**src/rtl/xadc_multi_reader.sv**
```systemverilog
// xadc_multi_reader: round-robin XADC DRP reader, mV scaling and BCD conversion.
// Optional macro XADC_RD_AVG_EN averages each sample with the previous one per channel.
module xadc_multi_reader #(
    parameter int               NCH      = 13,
    parameter logic [8*NCH-1:0] CH_ADDRS = {NCH{8'h00}},
    parameter logic [15:0]      MUL      = 16'd7629,
    parameter int               SHIFT    = 13,
    parameter int               TIMEOUT  = 255,
    parameter int               FREE_RUN = 1
) (
    input  logic              clk,
    input  logic              rst,
    input  logic              eoc,
    output logic              den,
    output logic              dwe,
    output logic [6:0]        daddr,
    input  logic              drdy,
    input  logic [15:0]       do_in,
    output logic [16*NCH-1:0] bcd_all,
    output logic              upd_valid,
    output logic [3:0]        upd_ch,
    output logic              err_valid,
    output logic              sweep_done
);

    typedef enum logic [2:0] {
        S_IDLE,
        S_REQ,
        S_WAIT,
        S_SCALE,
        S_BCD,
        S_STORE,
        S_NEXT
    } state_t;

    state_t      state;
    logic [3:0]  idx;
    logic [3:0]  idx_inc;
    logic [9:0]  tmo_cnt;
    logic [3:0]  bit_cnt;
    logic [11:0] raw;
    logic [11:0] raw_in;
    logic [11:0] sample;
    logic [29:0] dd;
    logic [29:0] dd_adj;
    logic [29:0] dd_nxt;
    logic [27:0] prod;
    logic [27:0] mv_full;
    logic [13:0] mv;
    logic        eoc_q;
    logic        start;
    logic        last;
    logic        unused_bits;

    assign dwe     = 1'b0;
    assign sample  = do_in[15:4];
    assign idx_inc = idx + 4'd1;
    assign last    = (idx == 4'(NCH - 1));
    assign start   = (FREE_RUN != 0) || (eoc && !eoc_q);

    assign prod    = 28'(raw) * 28'(MUL);
    assign mv_full = prod >> SHIFT;
    assign mv      = (mv_full > 28'd9999) ? 14'd9999 : mv_full[13:0];

    // one shift-add-3 step: digits sit in dd[29:14], binary in dd[13:0]
    always_comb begin
        dd_adj = dd;
        for (int d = 0; d < 4; d++) begin
            if (dd_adj[14+4*d +: 4] >= 4'd5)
                dd_adj[14+4*d +: 4] = dd_adj[14+4*d +: 4] + 4'd3;
        end
        dd_nxt = {dd_adj[28:0], 1'b0};
    end

`ifdef XADC_RD_AVG_EN
    logic [11:0] prev [16];
    logic [12:0] sum;
    logic        unused_avg;

    assign sum        = 13'(prev[idx]) + 13'(sample);
    assign raw_in     = sum[12:1];
    assign unused_avg = sum[0];

    always_ff @(posedge clk or negedge rst) begin
        if (!rst) begin
            for (int i = 0; i < 16; i++)
                prev[i] <= 12'd0;
        end else if (state == S_WAIT && drdy) begin
            prev[idx] <= sample;
        end
    end
`else
    assign raw_in = sample;
`endif

    assign unused_bits = ^{do_in[3:0], dd_adj[29]};

    always_ff @(posedge clk or negedge rst) begin
        if (!rst) begin
            state      <= S_IDLE;
            idx        <= 4'd0;
            tmo_cnt    <= 10'd0;
            bit_cnt    <= 4'd0;
            raw        <= 12'd0;
            dd         <= 30'd0;
            eoc_q      <= 1'b0;
            den        <= 1'b0;
            daddr      <= 7'd0;
            bcd_all    <= '0;
            upd_valid  <= 1'b0;
            upd_ch     <= 4'd0;
            err_valid  <= 1'b0;
            sweep_done <= 1'b0;
        end else begin
            eoc_q      <= eoc;
            den        <= 1'b0;
            upd_valid  <= 1'b0;
            err_valid  <= 1'b0;
            sweep_done <= 1'b0;
            unique case (state)
                S_IDLE: begin
                    if (start) begin
                        state <= S_REQ;
                        den   <= 1'b1;
                        daddr <= CH_ADDRS[8*idx +: 7];
                    end
                end
                S_REQ: begin
                    tmo_cnt <= 10'd0;
                    state   <= S_WAIT;
                end
                S_WAIT: begin
                    if (drdy) begin
                        raw   <= raw_in;
                        state <= S_SCALE;
                    end else if (tmo_cnt + 10'd1 == 10'(TIMEOUT)) begin
                        err_valid <= 1'b1;
                        state     <= S_NEXT;
                    end else begin
                        tmo_cnt <= tmo_cnt + 10'd1;
                    end
                end
                S_SCALE: begin
                    dd      <= {16'd0, mv};
                    bit_cnt <= 4'd0;
                    state   <= S_BCD;
                end
                S_BCD: begin
                    dd      <= dd_nxt;
                    bit_cnt <= bit_cnt + 4'd1;
                    // the final shift lands straight in the channel slice
                    if (bit_cnt == 4'd13) begin
                        bcd_all[16*idx +: 16] <= dd_nxt[29:14];
                        upd_valid             <= 1'b1;
                        upd_ch                <= idx;
                        state                 <= S_STORE;
                    end
                end
                S_STORE: begin
                    state <= S_NEXT;
                end
                S_NEXT: begin
                    if (last) begin
                        idx        <= 4'd0;
                        sweep_done <= 1'b1;
                        state      <= S_IDLE;
                    end else begin
                        idx   <= idx_inc;
                        den   <= 1'b1;
                        daddr <= CH_ADDRS[8*idx_inc +: 7];
                        state <= S_REQ;
                    end
                end
                default: state <= S_IDLE;
            endcase
        end
    end

endmodule
```
**config.mk**
```make
export PLATFORM = sky130hd
export DESIGN_NAME = xadc_multi_reader
export DESIGN_NICKNAME = d
export VERILOG_FILES = /design/src/rtl/xadc_multi_reader.sv
export SDC_FILE = /design/constraint.sdc
export NUM_CORES = 1
export LEC_CHECK = 0
export ABC_AREA = 1
export ABC_CLOCK_PERIOD_IN_PS = 6500
export CELL_PAD_IN_SITES_DETAIL_PLACEMENT = 1
export CELL_PAD_IN_SITES_GLOBAL_PLACEMENT = 1
export CORE_ASPECT_RATIO = 0.75
export CORE_MARGIN = 3
export CORE_UTILIZATION = 50
export DETAILED_ROUTE_END_ITERATION = 8
export DONT_BUFFER_PORTS = 1
export PLACE_DENSITY = 0.78
export SLEW_MARGIN = 30
export SYNTH_ARGS = -nofsm -noshare
export SYNTH_HDL_FRONTEND = slang
export SYNTH_SLANG_ARGS = --single-unit
```
**constraint.sdc**
```tcl
create_clock -name clk -period 6.5 [get_ports clk]
set_clock_uncertainty 0.1 [all_clocks]
set_input_delay 0.65 -clock clk [delete_from_list [all_inputs] [get_ports clk]]
set_output_delay 0.65 -clock clk [all_outputs]
set_load 0.005 [all_outputs]
```
==> metrics.yaml, run 1 <==
outcome:
  run_status: "finished with violations"
  violations: "negative hold slack"
sta:
  hold_viol: 279
  rsz0062_at_grt: "false"
  maxSlewViolCount: 0
  max_freq_mhz: 198
  finalSetupViolCount: 0
  relSlewSlack_pct: 32.3
  tightest_slew_ns: 1.00
  final.min_clock_period_ns: 5.06
  post-route-period-util_pct: 77.8
  fin_setup_tns_ns: 0
  timing.hold.ws_ns: -0.276
layout:
  fin_util_pct: 54.9
  fin_nets: 1914
  n_fill_cell: 3596
  num_antenna_cells: 0
  area_growth_pct: 7.64
  drive_gt1_share_pct: 5.32
yosys:
  ys_types: 44
  synth_seq_cells: 279
  synth_area_leaders: "dfrtp_1 45%, nand2_1 10%, inv_1 7.5%"
  ys_async_sr_fraction_pct: 100
  synth_ff_type: "dfrtp_1"
  syn_inst: 1770
  synth_edf_count: 0
  synth_most_common_cell: "nand2_1"
  synth_seq_area_share_pct: 45.2
  synth_top_area_share_pct: 45.2
  synth_top_area_cell: "dfrtp_1"
  yosys-top-cells-count: "417 x nand2_1, 309 x inv_1, 279 x dfrtp_1, 132 x o21ai_0, 95 x nor2_1"
  postSynthAreaPerCell_um2: 8.72
  synth_warnings: 0
  netlist_area_um2: 15400
grt:
  grt_pass1_wl_um: 72800
  grt_usage_pct: 28.0
  grt_remaining_overflow: 0
  grt_pass1_vias: 12800
  grt_antenna_before_repair: 0
  grt_max_degree: 280
worst_setup_path:
  start_kind: "flip-flop"
  cp_slowest_cell: "fa_1"
  r2r.worst_path.cells: 19
  rrSetupSlack_ns: 1.44
  crit_path_end_kind: "flip-flop"
  crit_chain: "fa_1 -> inv_1 -> fa_1 -> inv_1 -> fa_1 -> fa_1 -> inv_1 -> fa_1 -> inv_1 -> ha_1 -> nand2_1 -> inv_1 -> nand2_1 -> nor3_1 -> o21ai_0 -> nand3_1 -> nand2_1 -> nand3_1 -> nand2_1"
  path_class: "reg -> reg"
  cp_data_arrival_time_ns: 5.38
  critPathMaxStageDelay_ns: 0.65
  worst_ep_required_time_ns: 6.83
  cp_max_fo: 7
detailed_routing:
  routed_via_density: 5.55
  ant_nets: 0
  first_pass_iters: 5
  totalWireLength_um: 47100
  drtIter0Drc: 862
  wire_per_inst_um: 21.8
  drc: 0
  vias: 12000
floorplan:
  pin_count: 244
  initial_utilization_pct: 51.0
  core_um2: 30300
  die_h_um: 158
  die_x_um: 209
  row_count: 55
  dieArea_um2: 33000
cts:
  cts_buffer_depth: 3
  cts_tree: "yes"
  cts_buffers: 28
  htree_levels: 1
  post_cts_buffers: 0
  clk_pin_slew_ns: 0.07
  insertion_delay_ns: 0.57
  clock-root-buffer: "clkbuf_16"
  cts.sinks: 279
  cts_resized: 0
place:
  port_buffers: 0
  gp_congestion: 0.923
  dpl.hpwl_um: 35000
flow_run:
  cap_viol_max_count: 0
min_path:
  hold_path_class: "in -> async"
sequential cells by signal, summed over array words and instances (netlist names):
name / flops
bcd_all: 208
dd: 30
raw: 12
tmo_cnt: 10
bit_cnt: 4
idx: 4
upd_ch: 4
state: 3
den: 1
err_valid: 1
sweep_done: 1
upd_valid: 1
cells in the final DEF, fill, tap and decap left out, drive strengths merged, types with 2 or more instances in the layout:
| cell | netlist | layout |
|---|---|---|
| nand2 | 424 | 424 |
| inv | 313 | 314 |
| dfrtp | 279 | 279 |
| o21ai | 192 | 192 |
| nor2 | 103 | 103 |
| ha | 90 | 90 |
| nand3 | 86 | 86 |
| fa | 57 | 57 |
| a21oi | 49 | 49 |
| clkbuf | 27 | 40 |
| o31ai | 31 | 31 |
| o22ai | 27 | 27 |
| nor3 | 12 | 12 |
| nand4 | 10 | 10 |
| xor2 | 9 | 9 |
| conb | 1 | 8 |
| buf | 40 | 7 |
| xnor2 | 7 | 7 |
| clkinv | 1 | 6 |
| bufinv | 0 | 4 |
| o21bai | 3 | 3 |
| nor4 | 2 | 2 |
| nand3b | 2 | 2 |
| a31oi | 2 | 2 |
metal layers:
metal / global-route usage (%) / wire length, um / vias to the layer above
li1: - / - / 5532
met1: 38.3 / 20600 / 6088
met2: 44.3 / 21400 / 343
met3: 8.48 / 4020 / 68
met4: 6.69 / 1120 / 0
met5: 0.287 / 0 / -
path summary, 6_finish.rpt:
path                            start      endpoint
max                            raw[3]        dd[10]
max in group asynchronous         rst  bcd_all[135]
min reg2reg                bit_cnt[3]    bit_cnt[3]
min in group clk                 drdy     err_valid
max reg2reg                    raw[3]        dd[10]
min                               rst         dd[3]
cell families (layout without fill, tap and decap cells):
kind of cell / count (synthesis) / after routing / synth area share [%]
simple gates: 641 / 641 / 17.8
buf+inv: 381 / 371 / 10.2
compound gates: 305 / 305 / 11.0
flops: 279 / 279 / 45.2
fa+ha+maj: 147 / 147 / 14.7
xor+xnor: 16 / 16 / 1.03
other cells: 1 / 8 / 0.0243
worst max-delay path: cells and delay by family, from the launching register on:
kind,cells,cell delay [ns]
buffers and inverters,5,0.29
adder cells (fa/ha/maj),6,3.04
flip-flops,1,0.54
AND/OR/NAND/NOR,7,0.73
AO/OA/AOI/OAI,1,0.20
area by class of cell:
| type | instances | area, um2 | area share, % |
|---|---|---|---|
| tap | 399 | 499 | 3.00 |
| sequential | 279 | 6980 | 42.0 |
| clock inverter | 10 | 169 | 1.02 |
| multi-input combinational | 1117 | 6920 | 41.6 |
| timing repair buffer | 7 | 52.6 | 0.316 |
| clock buffer | 40 | 816 | 4.91 |
| inverter | 314 | 1180 | 7.11 |
metrics by stage:
stage,worst slack [ns],area (um2),cells
after floorplan,1.99,15500,1777
after global placement,1.56,15600,2116
after detailed placement,1.52,15600,2116
after CTS,1.46,16600,2166
after global routing,1.11,16600,2166
final,1.44,16600,2166
Power of run 1 is not shown: default switching activity piles up to over one toggle a cycle in this logic, so the estimate is an artifact.
==> inputs of run 2 (changes only) <==
- ABC_CLOCK_PERIOD_IN_PS: 6500 -> 5200
- CORE_UTILIZATION: 50 -> 49
- PLACE_DENSITY: 0.78 -> 0.77
- clock period: 6.5 -> 5.2 ns (I/O delays scaled with it)
==> metrics.yaml, run 2 (synthesis gave the netlist of run 1 again) <==
cts:
  clk_pin_slew_ns: 0.07  # about the same
  insertion_delay_ns: 0.58  # about the same
  cts_tree: "yes"
  clock-root-buffer: "clkbuf_16"
  postCtsHoldBufs: 11
  cts.sinks: 279  # unchanged
  cts_buffers: 29  # +3.6%
  cts_buffer_depth: 3  # unchanged
  htree_levels: 1  # unchanged
floorplan:
  die_x_um: 211  # +0.99%
  pin_count: 244  # unchanged
  die_h_um: 160  # +0.98%
  row_count: 55  # unchanged
  dieArea_um2: 33700  # +2.0%
  initial_utilization_pct: 50.4  # -0.57 points
  core_um2: 30600  # +1.1%
layout:
  final_cell_mix: "417 x nand2_1, 309 x inv_1, 278 x dfrtp_1, 129 x o21ai_0, 95 x nor2_1"
  num_antenna_cells: 0  # unchanged
  area_growth_pct: 8.54
  top_regs: "bcd_all (208), dd (30), raw (12)"
  largest_register_ffs: 208  # unchanged
  final_common_cell: "nand2_1"
  n_fill_cell: 3649  # +1.5%
  fin_nets: 1930  # +0.84%
  drive_gt1_share_pct: 5.44  # +0.12 points
  postLayoutCellArea_um2: 16800  # +0.84%
  largest-register: "bcd_all"
detailed_routing:
  drtIter0Drc: 857  # -0.58%
  ant_nets: 0  # unchanged
  vias: 11900  # -0.82%
  totalWireLength_um: 45900  # -2.7%
  routed_via_density: 5.47  # -1.6%
  wire_per_inst_um: 21.0  # -3.5%
  first_pass_iters: 5  # unchanged
  drc: 0  # unchanged
grt:
  grt_pass1_wl_um: 72600  # -0.30%
  busiest_layer: "met2"
  grt_usage_pct: 27.3  # -0.73 points
  grt_antenna_before_repair: 0  # unchanged
  grt_pass1_vias: 12500  # -2.2%
  met3_usage_pct: 8.23  # -0.25 points
  grt_max_degree: 280  # unchanged
  use_met2_pct: 41.3  # -3.0 points
  use_met1_pct: 39.3  # +0.97 points
  grt_remaining_overflow: 0  # unchanged
place:
  placed_cell_area_um2: 15600  # about the same
  dpl.hpwl_um: 34300  # -1.9%
  port_buffers: 0  # unchanged
  gp_congestion: 0.887  # -3.9%
worst_setup_path:
  r2r.worst_path.cells: 19  # unchanged
  crit_path_end_kind: "flip-flop"
  cp_max_fo: 4  # -3
  cp_data_arrival_time_ns: 5.41  # +0.03 ns
  cp_slowest_cell: "fa_1"
  start_kind: "flip-flop"
  crit_chain: "inv_1 -> ha_1 -> fa_1 -> inv_1 -> fa_1 -> fa_1 -> inv_1 -> fa_1 -> inv_1 -> ha_1 -> nand2_1 -> nor2_1 -> inv_1 -> nor2_1 -> o21ai_0 -> nand3_1 -> nand2_1 -> nand3_1 -> nand2_1"
  path_class: "reg -> reg"
  crit_top_cell: "inv_1"
  worst_ep_required_time_ns: 5.57  # -1.26 ns
  critPathMaxStageDelay_ns: 0.56  # -0.09 ns
sta:
  timing.hold.ws_ns: -0.447  # -0.171 ns
  rsz0062_at_grt: "true"
  fin_setup_tns_ns: 0  # unchanged
  relSlewSlack_pct: 37.0  # +4.7 points
  max_freq_mhz: 198  # +0.32%
  tightest_slew_ns: 0.942  # -0.0626 ns
  maxSlewViolCount: 0  # unchanged
  post-route-period-util_pct: 96.9  # +19 points
  finalSetupViolCount: 0  # unchanged
  hold_viol: 279  # unchanged
  final.min_clock_period_ns: 5.04  # -0.0161 ns
outcome:
  run_status: "finished with violations"
  violations: "negative hold slack"
flow_run:
  cap_viol_max_count: 0  # unchanged
min_path:
  hold_path_class: "in -> async"
run 2: cell types whose count changed in the layout (fill, tap and decap cells not counted), moves of 4 or more:
cell	previous run	this run
dlygate4sd3_1	0	11
clkbuf_8	7	2
clkbuf_1	5	11
buf_4	7	11
run 2: area by class of cell:
cell class                      instances  area (um2)  area share, %
Sequential cell                       279        6980           41.7
Multi-Input combinational cell       1117        6920           41.3
Clock buffer                           42         795           4.74
Clock inverter                         10         180           1.08
Tap cell                              399         499           2.98
Inverter                              314        1180           7.05
Timing Repair Buffer                   22         193           1.15
run 2: repair_timing:
item	4_1_cts	5_1_grt
buffers inserted	0	2
resized for setup	0	6
hold endpoints to repair	290	279
setup endpoints to repair	0	10
run 2: per-layer routing:
layer,part of all wire (%),up-vias
li1,-,5546
met1,46,6034
met2,44,299
met3,8.1,53
met4,1.9,0
met5,0,-
run 2: worst paths after layout:
path                             from          to  slack [ns]
max                           raw[10]      dd[10]        0.16
min                               rst      raw[4]       -0.45
max reg2reg                   raw[10]      dd[10]        0.16
min reg2reg                bit_cnt[3]  bit_cnt[3]        0.37
max in group asynchronous         rst      raw[3]        4.65
min in group clk            do_in[10]      raw[6]        0.04
run 2: critical path, delay by kind of cell, from the launching register on:
family	cells	cell delay, ns
adders and majority gates	6	2.87
and+or+nand+nor	7	0.92
DFF	1	0.46
buffers and inverters	5	0.41
AOI/OAI and AO/OA	1	0.16
run 2: metrics by stage:
step                      std cells  setup WS (ns)  utilization (%)  hold slack [ns]
final                          2183          0.159             54.7           -0.447
after global placement         2118          0.259             51.1            0.135
after detailed placement       2118          0.141             51.1            0.136
after global routing           2183        -0.0553             54.7           -0.478
after floorplan                1777          0.693                -            0.124
after CTS                      2181         0.0681             54.6           -0.474
Power of run 2 is left out for the same reason.
==> inputs of run 3 (changes only) <==
- ABC_AREA: 1 -> unset
- PLACE_DENSITY: 0.77 -> 0.75
==> metrics.yaml, run 3 <==
grt:
  grt_max_degree: 280  # unchanged
  grt_pass1_vias: 11500  # -7.8%
  grt_pass1_wl_um: 66900  # -7.9%
  grt_antenna_before_repair: 0  # unchanged
  grt_usage_pct: 27.0  # -0.24 points
  grt_remaining_overflow: 0  # unchanged
sta:
  tightest_slew_ns: 0.911  # -0.0308 ns
  rsz0062_at_grt: "true"
  maxSlewViolCount: 0  # unchanged
  finalSetupViolCount: 0  # unchanged
  max_freq_mhz: 198  # -0.26%
  hold_viol: 279  # unchanged
  final.min_clock_period_ns: 5.05  # +0.0132 ns
  timing.hold.ws_ns: -0.451  # -0.00420 ns
  relSlewSlack_pct: 39.3  # +2.3 points
  fin_setup_tns_ns: 0  # unchanged
  post-route-period-util_pct: 97.2  # +0.25 points
place:
  placed_cell_area_um2: 14800  # -5.4%
  gp_congestion: 0.909  # +2.5%
  port_buffers: 0  # unchanged
  dpl.hpwl_um: 30500  # -11%
  dp_cells: 1807  # -15%
layout:
  largest-register: "bcd_all"
  fin_nets: 1634  # -15%
  top_regs: "bcd_all (208), dd (30), raw (12)"
  drive_gt1_share_pct: 9.95  # +4.5 points
  area_growth_pct: 11.9
  postLayoutCellArea_um2: 16100  # -4.0%
  largest_register_ffs: 208  # unchanged
  num_antenna_cells: 0  # unchanged
  final_common_cell: "nand2_1"
  n_fill_cell: 3134  # -14%
  final_cell_mix: "296 x nand2_1, 279 x dfrtp_1, 162 x o21ai_0, 128 x inv_1, 85 x ha_1"
  finalNonFillerCells: 1873  # -14%
yosys:
  synth_warnings: 0  # unchanged
  postSynthAreaPerCell_um2: 9.89  # +13%
  synth_seq_area_share_pct: 48.6  # +3.3 points
  synth_area_leaders: "dfrtp_1 49%, fa_1 7.9%, nand2_1 7.9%"
  synth_most_common_cell: "nand2_1"
  ys_types: 61  # +39%
  synth_edf_count: 0  # unchanged
  netlist_area_um2: 14400  # -6.9%
  synth_top_area_share_pct: 48.6  # +3.3 points
  ys_async_sr_fraction_pct: 100  # unchanged
  yosys-top-cells-count: "304 x nand2_1, 279 x dfrtp_1, 165 x o21ai_0, 128 x inv_1, 90 x ha_1"
  synth_ff_type: "dfrtp_1"
  synth_top_area_cell: "dfrtp_1"
  syn_inst: 1454  # -18%
  synth_seq_cells: 279  # unchanged
floorplan:
  die_x_um: 204  # -3.4%
  pin_count: 244  # unchanged
  die_h_um: 154  # -3.4%
  core_um2: 28400  # -7.1%
  dieArea_um2: 31400  # -6.7%
  row_count: 53  # -3.6%
  initial_utilization_pct: 50.5  # +0.12 points
worst_setup_path:
  cp_slowest_cell: "fa_2"
  worst_ep_required_time_ns: 5.54  # -0.03 ns
  r2r.worst_path.cells: 15  # -4
  cp_data_arrival_time_ns: 5.39  # -0.02 ns
  path_depth: 15  # -4
  critPathMaxStageDelay_ns: 0.61  # +0.05 ns
  rrSetupSlack_ns: 0.15  # about the same
  crit_path_end_kind: "flip-flop"
  cp-endpoint: "dd[11]"
  path_delay_family: "adder cells"
  crit_chain: "fa_2 -> fa_1 -> fa_1 -> fa_1 -> inv_1 -> fa_1 -> inv_1 -> ha_1 -> a21oi_1 -> nand3_1 -> a31oi_4 -> nor2_2 -> a41oi_2 -> mux2i_1 -> nand2_1"
  crit_top_cell: "fa_1"
  r2r-end: "dd[11]"
  cp_num_buf_inv: 2  # -3
  cp_max_fo: 5  # +1
  worstSetupStartpoint: "raw[5]"
  rr_startpoint: "raw[5]"
  start_kind: "flip-flop"
  path_class: "reg -> reg"
outcome:
  violations: "negative hold slack"
  run_status: "finished with violations"
detailed_routing:
  drc: 0  # unchanged
  totalWireLength_um: 42800  # -6.6%
  drtIter0Drc: 664  # -23%
  routed_via_density: 5.71  # +4.5%
  vias: 10700  # -10%
  wire_per_inst_um: 22.9  # +8.8%
  ant_nets: 0  # unchanged
  first_pass_iters: 4  # -1
cts:
  cts_buffers: 29  # unchanged
  clk_pin_slew_ns: 0.07  # about the same
  insertion_delay_ns: 0.57  # about the same
  cts_tree: "yes"
  cts_buffer_depth: 3  # unchanged
  postCtsHoldBufs: 11  # unchanged
  htree_levels: 1  # unchanged
  cts.sinks: 279  # unchanged
  clock-root-buffer: "clkbuf_16"
flow_run:
  cap_viol_max_count: 0  # unchanged
min_path:
  hold_path_class: "in -> async"
-- run 3: kinds of logic (layout without fill, tap and decap cells) --
logic type,after synthesis,after routing,synth area share [%]
flops,279,279,48.6
xor+xnor,14,14,0.853
mux,19,19,1.47
simple gates,452,452,13.8
fa+ha+maj,147,147,15.8
buf+inv,202,229,5.75
other cells,1,8,0.0261
compound gates,340,340,13.7
-- run 3: layer usage --
metal | vias to the layer above | global-route usage [%] | part of all wire, %
met5 | - | 0 | 0
met4 | 0 | 7.70 | 3.0
met3 | 77 | 7.36 | 7.0
met2 | 262 | 43.1 | 46
met1 | 5461 | 36.8 | 44
li1 | 4903 | - | -
-- run 3: stage by stage --
step | worst slack, ns | util, %
floorplan | 0.241 | -
global placement | 0.0662 | 52.0
detailed placement | -0.00996 | 52.0
CTS | 0.00387 | 55.9
global route | -0.136 | 56.6
finish | 0.146 | 56.6
-- run 3: final cells by class --
class,count,area [um2],area share [%]
sequential,279,6980,43.4
multi-input combinational,980,6760,42.0
clock buffer,42,845,5.25
tap,385,482,2.99
inverter,128,480,2.99
timing repair buffer,49,395,2.46
clock inverter,10,149,0.925
-- run 3: worst reg2reg max path: stages (launching register included) --
cell and delay [ns]:
dfrtp_1 0.41, fa_2 0.61, fa_1 0.45, fa_1 0.48, fa_1 0.55, inv_1 0.06
fa_1 0.53, inv_1 0.04, ha_1 0.38, a21oi_1 0.26, nand3_1 0.15, a31oi_4 0.23
nor2_2 0.11, a41oi_2 0.22, mux2i_1 0.25, nand2_1 0.09
-- run 3: how the worst min path moves through the flow --
stage,from,endpoint,slack (ns)
2_1_floorplan,rst,bcd_all[0],0.12
3_3_place_gp,rst,bcd_all[151],0.13
3_5_place_dp,rst,bcd_all[115],0.13
4_1_cts,rst,bcd_all[117],-0.48
5_1_grt,rst,bcd_all[90],-0.48
6_report,rst,bcd_all[127],-0.45
-- run 3: repair_timing --
action                     in CTS  in global routing
setup buffers                   0                  3
hold endpoints to repair      290                279
resized for setup               2                 26
pin swaps                       0                  8
setup endpoints to repair       3                  9
Power of run 3 is left out for the same reason.
